===== src/rtl/alu_issue_stage_if.sv =====
// ID/EX issue-stage bundle: ID-side instruction fields, operands and forwarding
// controls in, registered ALU operation and operands out.
interface alu_issue_stage_if #(
    parameter int bit_size = 32,
    parameter int cnt_size = 8
);
    logic                valid_in;
    logic [5:0]          opcode;
    logic [5:0]          funct;
    logic [4:0]          shamt_in;
    logic [15:0]         imm16;
    logic [bit_size-1:0] rs_data;
    logic [bit_size-1:0] rt_data;
    logic [1:0]          fwd_a_sel;
    logic [1:0]          fwd_b_sel;
    logic [bit_size-1:0] exmem_result;
    logic [bit_size-1:0] memwb_result;
    logic                stall;
    logic                flush;
    logic [3:0]          ALUOp;
    logic [bit_size-1:0] src1;
    logic [bit_size-1:0] src2;
    logic [4:0]          shamt;
    logic [bit_size-1:0] rt_fwd;
    logic                valid_out;
    logic                illegal;
    logic [cnt_size-1:0] illegal_cnt;

    modport master (
        output valid_in, opcode, funct, shamt_in, imm16, rs_data, rt_data,
               fwd_a_sel, fwd_b_sel, exmem_result, memwb_result, stall, flush,
        input  ALUOp, src1, src2, shamt, rt_fwd, valid_out, illegal, illegal_cnt
    );

    modport slave (
        input  valid_in, opcode, funct, shamt_in, imm16, rs_data, rt_data,
               fwd_a_sel, fwd_b_sel, exmem_result, memwb_result, stall, flush,
        output ALUOp, src1, src2, shamt, rt_fwd, valid_out, illegal, illegal_cnt
    );
endinterface


===== src/rtl/alu_issue_stage.sv =====
// ID/EX issue register: decodes opcode/funct into an ALU operation, selects
// forwarded operands and registers everything toward the EX-stage ALU.
module alu_issue_stage #(
    parameter int bit_size = 32,
    parameter int cnt_size = 8
) (
    input  logic             clk,
    input  logic             rst,
    alu_issue_stage_if.slave bus
);

    typedef enum logic [3:0] {
        ALU_AND = 4'b0000,
        ALU_OR  = 4'b0001,
        ALU_ADD = 4'b0010,
        ALU_SUB = 4'b0110,
        ALU_SLT = 4'b0111,
        ALU_SLL = 4'b1001,
        ALU_NOR = 4'b1100,
        ALU_XOR = 4'b1101,
        ALU_SRL = 4'b1110
    } alu_op_e;

    typedef enum logic [1:0] {
        SRC2_B,
        SRC2_SE,
        SRC2_ZE
    } src2_sel_e;

    localparam logic [cnt_size-1:0] CNT_ONE = {{(cnt_size-1){1'b0}}, 1'b1};

    logic [bit_size-1:0] a_val, b_val, se_imm, ze_imm;
    logic [bit_size-1:0] op_src1, op_src2;

    alu_op_e   dec_op;
    logic      dec_legal;
    logic      dec_src1_zero;
    src2_sel_e dec_src2_sel;
    logic [4:0] dec_shamt;

    logic                valid_q,       valid_d;
    alu_op_e             alu_op_q,      alu_op_d;
    logic [bit_size-1:0] src1_q,        src1_d;
    logic [bit_size-1:0] src2_q,        src2_d;
    logic [4:0]          shamt_q,       shamt_d;
    logic [bit_size-1:0] rt_fwd_q,      rt_fwd_d;
    logic                illegal_q,     illegal_d;
    logic [cnt_size-1:0] illegal_cnt_q, illegal_cnt_d;

    assign se_imm = {{(bit_size-16){bus.imm16[15]}}, bus.imm16};
    assign ze_imm = {{(bit_size-16){1'b0}}, bus.imm16};

    // Encodings 00 and 11 both take the register-file value.
    always_comb begin
        case (bus.fwd_a_sel)
            2'b01:   a_val = bus.exmem_result;
            2'b10:   a_val = bus.memwb_result;
            default: a_val = bus.rs_data;
        endcase
        case (bus.fwd_b_sel)
            2'b01:   b_val = bus.exmem_result;
            2'b10:   b_val = bus.memwb_result;
            default: b_val = bus.rt_data;
        endcase
    end

    // NOTE: every output of a combinational block gets a default first, so no
    // path through the case statements can leave a value unassigned (latch).
    always_comb begin
        dec_legal     = 1'b1;
        dec_op        = ALU_AND;
        dec_src1_zero = 1'b0;
        dec_src2_sel  = SRC2_B;
        dec_shamt     = 5'd0;
        case (bus.opcode)
            6'b000000: begin
                case (bus.funct)
                    6'b100000, 6'b100001: dec_op = ALU_ADD;
                    6'b100010, 6'b100011: dec_op = ALU_SUB;
                    6'b100100:            dec_op = ALU_AND;
                    6'b100101:            dec_op = ALU_OR;
                    6'b100110:            dec_op = ALU_XOR;
                    6'b100111:            dec_op = ALU_NOR;
                    6'b101010:            dec_op = ALU_SLT;
                    6'b000000: begin
                        dec_op        = ALU_SLL;
                        dec_src1_zero = 1'b1;
                        dec_shamt     = bus.shamt_in;
                    end
                    6'b000010: begin
                        dec_op        = ALU_SRL;
                        dec_src1_zero = 1'b1;
                        dec_shamt     = bus.shamt_in;
                    end
                    default:              dec_legal = 1'b0;
                endcase
            end
            6'b001000, 6'b001001, 6'b100011, 6'b101011: begin
                dec_op       = ALU_ADD;
                dec_src2_sel = SRC2_SE;
            end
            6'b001010: begin
                dec_op       = ALU_SLT;
                dec_src2_sel = SRC2_SE;
            end
            6'b001100: begin
                dec_op       = ALU_AND;
                dec_src2_sel = SRC2_ZE;
            end
            6'b001101: begin
                dec_op       = ALU_OR;
                dec_src2_sel = SRC2_ZE;
            end
            6'b001110: begin
                dec_op       = ALU_XOR;
                dec_src2_sel = SRC2_ZE;
            end
            6'b000100, 6'b000101: dec_op = ALU_SUB;
            6'b001111: begin
                // lui is issued as a left shift of the zero-extended immediate by 16
                dec_op        = ALU_SLL;
                dec_src1_zero = 1'b1;
                dec_src2_sel  = SRC2_ZE;
                dec_shamt     = 5'd16;
            end
            default: dec_legal = 1'b0;
        endcase
    end

    always_comb begin
        op_src1 = dec_src1_zero ? '0 : a_val;
        case (dec_src2_sel)
            SRC2_SE: op_src2 = se_imm;
            SRC2_ZE: op_src2 = ze_imm;
            default: op_src2 = b_val;
        endcase
    end

    // Priority: flush > stall > load; illegal is a single-cycle pulse in all cases.
    always_comb begin
        valid_d       = valid_q;
        alu_op_d      = alu_op_q;
        src1_d        = src1_q;
        src2_d        = src2_q;
        shamt_d       = shamt_q;
        rt_fwd_d      = rt_fwd_q;
        illegal_d     = 1'b0;
        illegal_cnt_d = illegal_cnt_q;
        if (bus.flush || (!bus.stall && (!bus.valid_in || !dec_legal))) begin
            valid_d  = 1'b0;
            alu_op_d = ALU_AND;
            src1_d   = '0;
            src2_d   = '0;
            shamt_d  = 5'd0;
            rt_fwd_d = '0;
            if (!bus.flush && bus.valid_in) begin
                illegal_d = 1'b1;
                if (illegal_cnt_q != '1) illegal_cnt_d = illegal_cnt_q + CNT_ONE;
            end
        end else if (!bus.stall) begin
            valid_d  = 1'b1;
            alu_op_d = dec_op;
            src1_d   = op_src1;
            src2_d   = op_src2;
            shamt_d  = dec_shamt;
            rt_fwd_d = b_val;
        end
    end

    // NOTE: state registers use non-blocking assignments so every flop samples
    // its _d value from before the edge, independent of statement order.
    always_ff @(posedge clk or posedge rst) begin
        if (rst) begin
            valid_q       <= 1'b0;
            alu_op_q      <= ALU_AND;
            src1_q        <= '0;
            src2_q        <= '0;
            shamt_q       <= 5'd0;
            rt_fwd_q      <= '0;
            illegal_q     <= 1'b0;
            illegal_cnt_q <= '0;
        end else begin
            valid_q       <= valid_d;
            alu_op_q      <= alu_op_d;
            src1_q        <= src1_d;
            src2_q        <= src2_d;
            shamt_q       <= shamt_d;
            rt_fwd_q      <= rt_fwd_d;
            illegal_q     <= illegal_d;
            illegal_cnt_q <= illegal_cnt_d;
        end
    end

    assign bus.valid_out   = valid_q;
    assign bus.ALUOp       = alu_op_q;
    assign bus.src1        = src1_q;
    assign bus.src2        = src2_q;
    assign bus.shamt       = shamt_q;
    assign bus.rt_fwd      = rt_fwd_q;
    assign bus.illegal     = illegal_q;
    assign bus.illegal_cnt = illegal_cnt_q;

endmodule


===== src/flat_wrapper.sv =====
// flat-port wrapper written by rule: the top's interface ports become plain ports
module alu_issue_stage_flat 
#(
    parameter int bit_size = 32,
    parameter int cnt_size = 8
)
  (clk, rst, bus_valid_in, bus_opcode, bus_funct, bus_shamt_in, bus_imm16, bus_rs_data, bus_rt_data, bus_fwd_a_sel, bus_fwd_b_sel, bus_exmem_result, bus_memwb_result, bus_stall, bus_flush, bus_ALUOp, bus_src1, bus_src2, bus_shamt, bus_rt_fwd, bus_valid_out, bus_illegal, bus_illegal_cnt);
  alu_issue_stage_if #(.bit_size(bit_size), .cnt_size(cnt_size)) bus_i ();
  input  logic clk;
  input  logic rst;
  input wire logic [$bits(bus_i.valid_in)-1:0] bus_valid_in;
  input wire logic [$bits(bus_i.opcode)-1:0] bus_opcode;
  input wire logic [$bits(bus_i.funct)-1:0] bus_funct;
  input wire logic [$bits(bus_i.shamt_in)-1:0] bus_shamt_in;
  input wire logic [$bits(bus_i.imm16)-1:0] bus_imm16;
  input wire logic [$bits(bus_i.rs_data)-1:0] bus_rs_data;
  input wire logic [$bits(bus_i.rt_data)-1:0] bus_rt_data;
  input wire logic [$bits(bus_i.fwd_a_sel)-1:0] bus_fwd_a_sel;
  input wire logic [$bits(bus_i.fwd_b_sel)-1:0] bus_fwd_b_sel;
  input wire logic [$bits(bus_i.exmem_result)-1:0] bus_exmem_result;
  input wire logic [$bits(bus_i.memwb_result)-1:0] bus_memwb_result;
  input wire logic [$bits(bus_i.stall)-1:0] bus_stall;
  input wire logic [$bits(bus_i.flush)-1:0] bus_flush;
  output wire logic [$bits(bus_i.ALUOp)-1:0] bus_ALUOp;
  output wire logic [$bits(bus_i.src1)-1:0] bus_src1;
  output wire logic [$bits(bus_i.src2)-1:0] bus_src2;
  output wire logic [$bits(bus_i.shamt)-1:0] bus_shamt;
  output wire logic [$bits(bus_i.rt_fwd)-1:0] bus_rt_fwd;
  output wire logic [$bits(bus_i.valid_out)-1:0] bus_valid_out;
  output wire logic [$bits(bus_i.illegal)-1:0] bus_illegal;
  output wire logic [$bits(bus_i.illegal_cnt)-1:0] bus_illegal_cnt;
  assign bus_i.valid_in = bus_valid_in;
  assign bus_i.opcode = bus_opcode;
  assign bus_i.funct = bus_funct;
  assign bus_i.shamt_in = bus_shamt_in;
  assign bus_i.imm16 = bus_imm16;
  assign bus_i.rs_data = bus_rs_data;
  assign bus_i.rt_data = bus_rt_data;
  assign bus_i.fwd_a_sel = bus_fwd_a_sel;
  assign bus_i.fwd_b_sel = bus_fwd_b_sel;
  assign bus_i.exmem_result = bus_exmem_result;
  assign bus_i.memwb_result = bus_memwb_result;
  assign bus_i.stall = bus_stall;
  assign bus_i.flush = bus_flush;
  assign bus_ALUOp = bus_i.ALUOp;
  assign bus_src1 = bus_i.src1;
  assign bus_src2 = bus_i.src2;
  assign bus_shamt = bus_i.shamt;
  assign bus_rt_fwd = bus_i.rt_fwd;
  assign bus_valid_out = bus_i.valid_out;
  assign bus_illegal = bus_i.illegal;
  assign bus_illegal_cnt = bus_i.illegal_cnt;
  alu_issue_stage #(.bit_size(bit_size), .cnt_size(cnt_size)) u_core (.clk(clk), .rst(rst), .bus(bus_i));
endmodule

===== config.mk =====
export PLATFORM = sky130hd
export DESIGN_NAME = alu_issue_stage_flat
export DESIGN_NICKNAME = d
export VERILOG_FILES = /design/src/rtl/alu_issue_stage_if.sv /design/src/rtl/alu_issue_stage.sv /design/src/flat_wrapper.sv
export SDC_FILE = /design/constraint.sdc
export NUM_CORES = 1
export LEC_CHECK = 0
export BUFFER_PORTS_ARGS = -buffer_cell sky130_fd_sc_hd__buf_2
export CAP_MARGIN = 20
export CORE_ASPECT_RATIO = 1.2
export CORE_UTILIZATION = 43
export CTS_CLUSTER_SIZE = 14
export DETAILED_ROUTE_END_ITERATION = 10
export PLACE_DENSITY = 0.81
export SYNTH_ARGS = -nofsm -noshare
export SYNTH_HDL_FRONTEND = slang
export SYNTH_SLANG_ARGS = --single-unit

===== constraint.sdc =====
create_clock -name clk -period 2.95 [get_ports clk]
set_input_delay 0.1475 -clock clk [delete_from_list [all_inputs] [get_ports clk]]
set_output_delay 0.1475 -clock clk [all_outputs]
set_load 0.01 [all_outputs]

# Yosys cells after proc, flatten, opt, wreduce, memory -nomap -nowiden
# Cells that the tools add are included.
[op_classes] n_mux=27 eq_ne=29 n_addsub=1 n_reduce_logical=20
[op_table] cell="$mux W32" count=7
[op_table] cell="$pmux W32 S2" count=3
[op_table] cell="$eq A6 B6 Y1 const B" count=11
[op_table] cell="$eq A6 B4 Y1 const B" count=7
[op_table] cell="$pmux W4 S8" count=1
[op_table] cell="$pmux W4 S7" count=1
[op_table] cell="$reduce_or A11 Y1" count=2
[op_table] cell="$mux W5" count=3
[op_table] cell="$eq A6 B3 Y1 const B" count=2
[op_table] cell="$logic_not A6 Y1" count=2
[op_table] cell="$pmux W5 S2" count=1
[op_table] cell="$add A8 B1 Y8 const B" count=1
[op_table] cell="$mux W4" count=2
[op_table] cell="$ne A8 B8 Y1 const B" count=1
[op_table] cell="$reduce_or A2 Y1" count=4
[op_table] cell="$reduce_or A4 Y1" count=2
[op_table] cell="$eq A2 B1 Y1 const B" count=3
[op_table] cell="$eq A2 B2 Y1 const B" count=3
[op_table] cell="$eq A6 B2 Y1 const B" count=1
[op_table] cell="$mux W1" count=6
[op_table] cell="$reduce_or A5 Y1" count=1
[op_table] cell="$logic_not A1 Y1" count=4
[op_table] cell="$pmux W1 S2" count=2
[op_table] cell="$pmux W2 S2" count=1
[op_table] cell="4 further kinds" count=6
[totals] register_bits=115 in_bits=170 output_inout_bits=115 word_cells=85

# Longest topological paths before layout
# Gate-level depths: netlist of the first run.
[logic_depth] ltp_word=9 ltp_mapped=11 ltp_nobuf=9

# Worst setup path before layout of the first run
# No wires, ideal clock.
[synth_path] path_type="input to register" from="in bus_opcode[1]" to="reg u_core.src2_q[16] (netlist: u_core.bus.src2[16])" required_ns=2.867 setup_time_ns=0.083 setup_slack_ns=0.831 n_path_buf=3 stages=10 t_arrival_ns=2.036 cell_sequence="clkbuf_2 -> nand2_1 -> mux2i_1 -> nor3_1 -> ha_1 -> clkbuf_1 -> inv_2 -> clkbuf_1 -> mux2_2 -> o21ai_0"
[synth_via] elab_chain_len=8 word_cells_on_any_way=27 cone_classes="eq/ne: 14; mux: 5; reduce/logical: 8"
[synth_rtl] element="start, declared" line_no="flat_wrapper.sv:12" rtl="input wire logic [$bits(bus_i.opcode)-1:0] bus_opcode;"
[synth_rtl] element="parallel branches: the longest is 8 deep, another holds $pmux W32 S2"
[synth_rtl] element="end signal, assigned" line_no="alu_issue_stage.sv:186" rtl="src2_q <= src2_d;"
[synth_rtl] element="end, declared" line_no="alu_issue_stage.sv:44" rtl="logic [bit_size-1:0] src2_q, src2_d;"
# Several ways; the timed one is not identified. The select of a mux whose other input is x is not followed.
# A chain may end at the register's enable or synchronous reset.

# Worst setup path after layout of the first run
[layout_path] from="in bus_opcode[5]" to="reg u_core.src2_q[3] (netlist: u_core.bus.src2[3])"
# The elaborated chain is that of the path after synthesis.

==> PnR_summary.wiki, run 1 <==
{| class="wikitable"
! Metric !! Value
|-
| Run status || finished, violations left
|-
| Violations in the final reports || hold timing
|-
| Number of buffer cells added on primary ports || 284
|-
| Residual overflow from global routing || 0
|-
| Average wire per standard cell || 18.40 um
|-
| Estimated wirelength of the detail-placed design || 15280 um
|-
| Routed wire length || 21120 um
|-
| Clock network latency to the later pin of the worst-skew pair || 0.40 ns
|-
| Syn nets || 875
|-
| Number of levels the H-tree was split into || 4
|-
| Critical Path Start Type || primary input
|-
| Share of cells above drive strength 1 || 0.3678
|-
| Cell area after synthesis || 6097 sq um
|-
| Wire length of the first global-routing pass || 32860 um
|-
| Vias in the first global route || 6193
|-
| Pleak || 4.227 nW
|-
| Required time reported for the critical path endpoint || 3.22 ns
|-
| Post_cts resized || 0
|-
| Portion of the post-synthesis area used by sequential elements || 0.4720
|-
| Leading post-synthesis cells by cell area || sky130_fd_sc_hd__dfrtp_1 47%, sky130_fd_sc_hd__a22oi_1 9.5%, sky130_fd_sc_hd__nand2_1 6.8%, sky130_fd_sc_hd__o21ai_0 6.0%, sky130_fd_sc_hd__a21oi_1 4.6%
|-
| Classification of the worst setup path || in2reg
|-
| Die Footprint || 14660 sq um
|-
| Overall die height || 132.4 um
|-
| RSZ-0062 raised after global routing || false
|-
| Unique cell type count in the Yosys netlist || 47
|-
| Flip-flop and latch count after synthesis || 115
|-
| Tightest slew margin relative to the limit || 0.4985
|-
| Critical Path End Type || flip-flop
|-
| Post-Layout Cell Count || 1148
|-
| Max-slew violation total from the final report || 0
|-
| Highest clock frequency the design can meet || 566.8 MHz
|-
| Global router's overall resource usage || 0.2867
|-
| Core box area || 13820 sq um
|-
| Start point of the critical path || bus_opcode[5]
|-
| Global placer's final weighted congestion || 0.8312
|-
| Least-Margin Pin Slew || 0.7523 ns
|-
| Worst vdd ir || 0.0003581 V
|-
| Placed cell areas || 7641 sq um
|-
| Delay of the slowest critical-path stage || 0.34 ns
|-
| CTS hold repair buffers || 5
|-
| Share of synthesized registers carrying an async set or reset || 1.000
|-
| CTS root buf || sky130_fd_sc_hd__clkbuf_16
|-
| Cell total after placement || 1110
|-
| Remaining number of nets flagged by the antenna check after routing || 0
|-
| Clock tree buffer depth || 2
|-
| Count of mapped cells out of synthesis || 698
|-
| Clk_skew || 0.008359 ns
|-
| Number of CTS-inserted buffers || 17
|-
| Maximum number of pins on one net before global-route repair || 63
|-
| Yosys warning total || 0
|-
| Final standard cell area without fillers || 8312 sq um
|-
| Power density over the cells || 546.4 nW/um^2
|-
| Number of hold violations in the final report || 10
|-
| CTS clk-pin slew, worst paths || 0.05 ns
|-
| Number of remaining DRC errors || 0
|-
| Mean area per synthesized cell || 8.735 sq um
|-
| Library cell with the largest summed area after synthesis || sky130_fd_sc_hd__dfrtp_1
|-
| Number of rows in the core area || 47
|-
| Clk sink count || 115
|-
| Count of flip-flops with a built-in enable after synthesis || 0
|-
| Via count || 6491
|-
| Startpoint of the lowest-slack register-to-register path || u_core.bus.illegal_cnt[0]$_DFFE_PP0P_
|-
| Min-delay worst type || in2async
|-
| Commonest register cell after synthesis || sky130_fd_sc_hd__dfrtp_1
|-
| Final period utilization || 0.5980
|-
| Top-level port count || 285
|-
| Critical Path, Cell by Cell || buf_2, nor2_1, and3_1, clkinv_1, ha_1, buf_4, nor2_1, buf_4, a22oi_1, o21ai_0
|-
| Initial core utilization || 0.4412
|-
| WHS || -0.01915 ns
|-
| Layout net count || 1140
|-
| Number of antenna violations at the first check in global routing || 3
|-
| Top post-synthesis cells by count || 115 x sky130_fd_sc_hd__dfrtp_1, 110 x sky130_fd_sc_hd__nand2_1, 77 x sky130_fd_sc_hd__a22oi_1, 73 x sky130_fd_sc_hd__o21ai_0, 64 x sky130_fd_sc_hd__nor2_1
|-
| Arrival time of the worst setup path || 2.03 ns
|-
| Max cap viols || 0
|-
| Area growth from synthesis to layout || 36.32%
|-
| Fraction of synthesized cell area taken by the top area cell type || 0.4720
|-
| CTS tree || built
|-
| Post-Route Setup TNS || 0 ns
|-
| Number of search-and-repair iterations in the first detailed-routing pass || 6
|-
| Critical path's slowest cell || sky130_fd_sc_hd__ha_1
|-
| DRC marker count from the first detailed-route iteration || 646
|-
| Buffers inserted during post-CTS setup optimization || 0
|-
| Via density per instance || 5.654
|-
| Die X || 110.7 um
|-
| Largest fanout of any net on the critical path || 16
|-
| Most frequent cell after synthesis || sky130_fd_sc_hd__dfrtp_1
|-
| Endpoints failing setup || 0
|-
| Period minus WS final || 1.764 ns
|}
==> where the power goes <==
group	switching, mW	total, mW	internal, mW
Sequential	0.0462	1.67	1.62
Combinational	0.428	0.713	0.285
Clock	0.711	2.16	1.45
==> metal layers <==
metal | GRT usage | part of all wire
met1 | 0.3435 | 0.39
met2 | 0.4689 | 0.49
met3 | 0.08200 | 0.074
met4 | 0.1496 | 0.045
met5 | 0 | 0.0011
==> stage by stage <==
step,power [mW],worst slack [ns],utilization
after global placement,2.385,0.8804,0.5529
after detailed placement,2.397,0.7799,0.5529
after floorplan,2.091,0.8312,-
after CTS,4.569,1.214,0.6013
final,4.542,1.186,0.6014
after global routing,4.732,0.9981,0.6014
==> final timing paths <==
kind / to / slack, ns / depth (start not counted)
max in group asynchronous: u_core.bus.rt_fwd[27]$_DFFE_PP0P_ / 2.45 / 3
max: u_core.bus.src2[3]$_DFFE_PP0P_ / 1.19 / 10
min: u_core.bus.src1[2]$_DFFE_PP0P_ / -0.02 / 3
max reg2reg: u_core.bus.illegal_cnt[1]$_DFFE_PP0P_ / 1.30 / 5
min in group clk: u_core.bus.src1[29]$_DFFE_PP0P_ / 0.01 / 3
min reg2reg: u_core.bus.rt_fwd[13]$_DFFE_PP0P_ / 0.47 / 2
==> critical path: cells and delay by family <==
family,cells,cell delay [ns]
buffers and inverters,4,0.71
and+or+nand+nor,3,0.50
adders and majority gates,1,0.34
AOI/OAI and AO/OA,2,0.34
==> sequential cells by signal (all words and copies together) (netlist names) <==
| register | cells |
|---|---|
| u_core.bus.ALUOp | 4 |
| u_core.bus.illegal | 1 |
| u_core.bus.illegal_cnt | 8 |
| u_core.bus.rt_fwd | 32 |
| u_core.bus.shamt | 5 |
| u_core.bus.src1 | 32 |
| u_core.bus.src2 | 32 |
| u_core.bus.valid_out | 1 |
==> cell usage in the layout (no fill, tap or decap), types with 3 or more instances in the layout <==
cell type,count
sky130_fd_sc_hd__buf_2,284
sky130_fd_sc_hd__dfrtp_1,115
sky130_fd_sc_hd__nand2_1,110
sky130_fd_sc_hd__a22oi_1,77
sky130_fd_sc_hd__o21ai_0,73
sky130_fd_sc_hd__nor2_1,64
sky130_fd_sc_hd__a21oi_1,56
sky130_fd_sc_hd__o21ai_1,30
sky130_fd_sc_hd__buf_4,18
sky130_fd_sc_hd__mux2_2,17
sky130_fd_sc_hd__clkbuf_16,17
sky130_fd_sc_hd__a32o_1,13
sky130_fd_sc_hd__nand3_1,9
sky130_fd_sc_hd__xor2_1,8
sky130_fd_sc_hd__inv_1,8
sky130_fd_sc_hd__clkinv_2,6
sky130_fd_sc_hd__nor3_1,5
sky130_fd_sc_hd__a22o_1,5
sky130_fd_sc_hd__ha_1,5
sky130_fd_sc_hd__dlygate4sd3_1,5
sky130_fd_sc_hd__bufinv_16,4
sky130_fd_sc_hd__nand4_1,3
sky130_fd_sc_hd__a2bb2oi_1,3
==> cell type report <==
cell class	count	area (sq um)
Multi-Input combinational cell	511	2948
Timing Repair Buffer	307	1607
Tap cell	171	214.0
Clock inverter	11	157.7
Inverter	11	45.04
Clock buffer	21	460.4
Fill cell	1220	5508
Antenna cell	1	2.502
Sequential cell	115	2878
==> cells by family (layout without fill, tap and decap cells) <==
family          Yosys count  count (layout)  share of synthesized area
mux                      19              19                    0.03468
xor+xnor                  8               8                    0.01149
other cells               0               1                          0
flops                   115             115                     0.4720
fa+ha+maj                 7               7                    0.01436
simple gates            206             206                     0.1414
buf+inv                  72             350                    0.04658
compound gates          271             271                     0.2795
(Power assumes the default switching activity.)
==> run 2, diff against run 1 <==
CORE_UTILIZATION = 47   (was 43)
PLACE_DENSITY = 0.84   (was 0.81)
clock period = 1.8 ns   (was 2.95 ns; I/O delays follow)
==> PnR_summary.wiki, run 2 (synthesis results as in run 1) <==
{| class="wikitable"
! Metric !! Value
|-
| Die X || 106.0 um (-4.3%)
|-
| Required time reported for the critical path endpoint || 2.10 ns (-1.12 ns)
|-
| Routed wire length || 22570 um (+6.9%)
|-
| Highest clock frequency the design can meet || 593.4 MHz
|-
| Number of diodes added for antenna fixing || 0 (-1)
|-
| Commonest cells after routing, fill and taps aside || 284 x sky130_fd_sc_hd__buf_2, 115 x sky130_fd_sc_hd__dfrtp_1, 110 x sky130_fd_sc_hd__nand2_1, 77 x sky130_fd_sc_hd__a22oi_1, 73 x sky130_fd_sc_hd__o21ai_0
|-
| Pre-CTS WS || -0.09105 ns (-0.8709 ns)
|-
| CTS clk-pin slew, worst paths || 0.06 ns (about the same)
|-
| Sw Ratio || 0.2769 (+0.01609)
|-
| Average wire per standard cell || 18.77 um (+2.1%)
|-
| Number of levels the H-tree was split into || 4 (unchanged)
|-
| Number of hold violations in the final report || 0 (-10)
|-
| R2R setup slack || 0.11 ns (-1.19 ns)
|-
| Max cap viols || 0 (unchanged)
|-
| Clock tree buffer depth || 2 (unchanged)
|-
| Number of antenna violations at the first check in global routing || 0 (-3)
|-
| Clock network latency to the later pin of the worst-skew pair || 0.41 ns (about the same)
|-
| Clk sink count || 115 (unchanged)
|-
| Core box area || 12670 sq um (-8.3%)
|-
| Critical Path, Cell by Cell || ha_1, nand4_1, nand2_1, nor2_1, mux2_2
|-
| Number of cells on the worst reg-to-reg path || 5 (unchanged)
|-
| Arrival time of the worst setup path || 1.98 ns (-0.05 ns)
|-
| Maximum number of pins on one net before global-route repair || 71 (+13%)
|-
| Number of search-and-repair iterations in the first detailed-routing pass || 5 (-1)
|-
| Via count || 6971 (+7.4%)
|-
| Max-slew violation total from the final report || 0 (unchanged)
|-
| Classification of the worst setup path || reg2reg
|-
| Bufs and invs on worst path || 0 (-4)
|-
| CTS root buf || sky130_fd_sc_hd__clkbuf_16
|-
| Internal || 5.486 mW (+63%)
|-
| Startpoint of the lowest-slack register-to-register path || u_core.bus.illegal_cnt[0]$_DFFE_PP0P_
|-
| Endpoints failing setup || 0 (unchanged)
|-
| Layout net count || 1202 (+5.4%)
|-
| Final period utilization || 0.9363
|-
| Reported net switching power || 2.101 mW (+77%)
|-
| Number of rows in the core area || 45 (-4.3%)
|-
| Clock group share of total power || 0.463 (-0.013)
|-
| Period minus WS final || 1.685 ns
|-
| Most common library cell in the layout ignoring fill and taps || sky130_fd_sc_hd__buf_2
|-
| Power density over the cells || 839.5 nW/um^2 (+54%)
|-
| Overall die height || 126.8 um (-4.3%)
|-
| Remaining number of nets flagged by the antenna check after routing || 0 (unchanged)
|-
| Worst vdd ir || 0.0005739 V (+60%)
|-
| Largest fanout of any net on the critical path || 5 (-11)
|-
| Critical Path Start Type || flip-flop
|-
| Wire length of the first global-routing pass || 34650 um (+5.4%)
|-
| Launch instance of the worst min-delay path || bus_rt_data[19]
|-
| Critical path's slowest cell || sky130_fd_sc_hd__dfrtp_1
|-
| Tightest slew margin relative to the limit || 0.5136 (+0.01515)
|-
| Share of cells above drive strength 1 || 0.3661 (-0.001739)
|-
| Via density per instance || 5.800 (+2.6%)
|-
| Start point of the critical path || u_core.bus.illegal_cnt[0]$_DFFE_PP0P_
|-
| Number of buffer cells added on primary ports || 284 (unchanged)
|-
| Global placer's final weighted congestion || 0.8848 (+6.4%)
|-
| DRC marker count from the first detailed-route iteration || 609 (-5.7%)
|-
| Worst hold endpoint || u_core.bus.rt_fwd[19]$_DFFE_PP0P_
|-
| Buffers inserted during post-CTS setup optimization || 0 (unchanged)
|-
| Area growth from synthesis to layout || 48.22%
|-
| Global router's overall resource usage || 0.3338 (+0.04707)
|-
| Run status || completed
|-
| Min-delay worst type || in2reg
|-
| Initial core utilization || 0.4813 (+0.04009)
|-
| Pleak || 4.548 nW (+7.6%)
|-
| Clk_skew || 0.006167 ns (-0.002192 ns)
|-
| Residual overflow from global routing || 0 (unchanged)
|-
| Logic pwr share || 0.176 (+0.019)
|-
| Delay of the slowest critical-path stage || 0.43 ns (+0.09 ns)
|-
| Hold Crit Depth || 3
|-
| Sequential Power Share || 0.361 (-0.006)
|-
| Reg2Reg Capture Point || u_core.bus.illegal_cnt[1]$_DFFE_PP0P_
|-
| Cell family with the largest share of critical-path delay || simple AND/OR/NAND/NOR gates
|-
| Critical Path End Type || flip-flop
|-
| Number of CTS-inserted buffers || 17 (unchanged)
|-
| Sum of internal, switching and leakage power || 7.587 mW (+67%)
|-
| Number of remaining DRC errors || 0 (unchanged)
|-
| Final worst slack || 0.1147 ns (-1.071 ns)
|-
| Vias in the first global route || 6636 (+7.2%)
|-
| Top-level port count || 285 (unchanged)
|-
| Least-Margin Pin Slew || 0.7296 ns (-0.02273 ns)
|-
| Estimated wirelength of the detail-placed design || 15450 um (+1.1%)
|-
| CTS tree || built
|-
| RSZ-0062 raised after global routing || false
|-
| Die Footprint || 13430 sq um (-8.4%)
|}
## run 2: how the worst max path moves through the flow
stage                                                 end  cells past startpoint
global placement          u_core.bus.src1[30]$_DFFE_PP0P_                      8
finish              u_core.bus.illegal_cnt[1]$_DFFE_PP0P_                      5
global route             u_core.bus.valid_out$_DFFE_PP0P_                      8
detailed placement        u_core.bus.src2[22]$_DFFE_PP0P_                      9
CTS                 u_core.bus.illegal_cnt[1]$_DFFE_PP0P_                      7
floorplan                  u_core.bus.src2[0]$_DFFE_PP0P_                     10
## run 2: power by group through the flow
stage	logic [mW]	clock network, mW	registers (mW)
3_3_place_gp	1.20	0	2.78
2_1_floorplan	0.625	0	2.80
6_report	1.34	3.51	2.74
4_1_cts	1.32	3.56	2.74
3_5_place_dp	1.23	0	2.78
5_1_grt	1.45	3.67	2.75
## run 2: repair_timing
action,in CTS,in global routing
setup endpoints to repair,0,1
hold buffers,48,0
hold endpoints to repair,63,0
resized for setup,0,1
## run 2: metrics by stage
stage / hold WS [ns] / std cells / TNS [ns] / utilization / area [sq um]
6_report: 0.01178 / 1202 / 0 / 0.7134 / 9037
5_1_grt: 0.01694 / 1202 / 0 / 0.7134 / 9037
4_1_cts: 0.002680 / 1202 / 0 / 0.7133 / 9036
3_5_place_dp: 0.1366 / 1122 / -3.178 / 0.6266 / 7938
3_3_place_gp: 0.1401 / 1122 / -0.06535 / 0.6266 / 7938
2_1_floorplan: 0.1531 / 698 / -0.6746 / - / 6113
## run 2: worst reg2reg max path, stage by stage, from the launching register on
cell                      delay (ns)
sky130_fd_sc_hd__dfrtp_1        0.43
sky130_fd_sc_hd__ha_1           0.27
sky130_fd_sc_hd__nand4_1        0.16
sky130_fd_sc_hd__nand2_1        0.15
sky130_fd_sc_hd__nor2_1         0.20
sky130_fd_sc_hd__mux2_2         0.36
## run 2: cell type report
class	instances	area [sq um]
fill	964	3631
multi-input combinational	511	2949
sequential	115	2878
timing repair buffer	369	2342
clock buffer	19	442.9
tap	164	205.2
clock inverter	13	175.2
inverter	11	45.04
## run 2: layer usage
layer	vias to the layer above	wire length, um	GRT usage
li1	3177	-	-
met1	3243	8241	0.3873
met2	452	11400	0.5652
met3	99	1841	0.07605
met4	0	1087	0.1936
met5	-	0	0
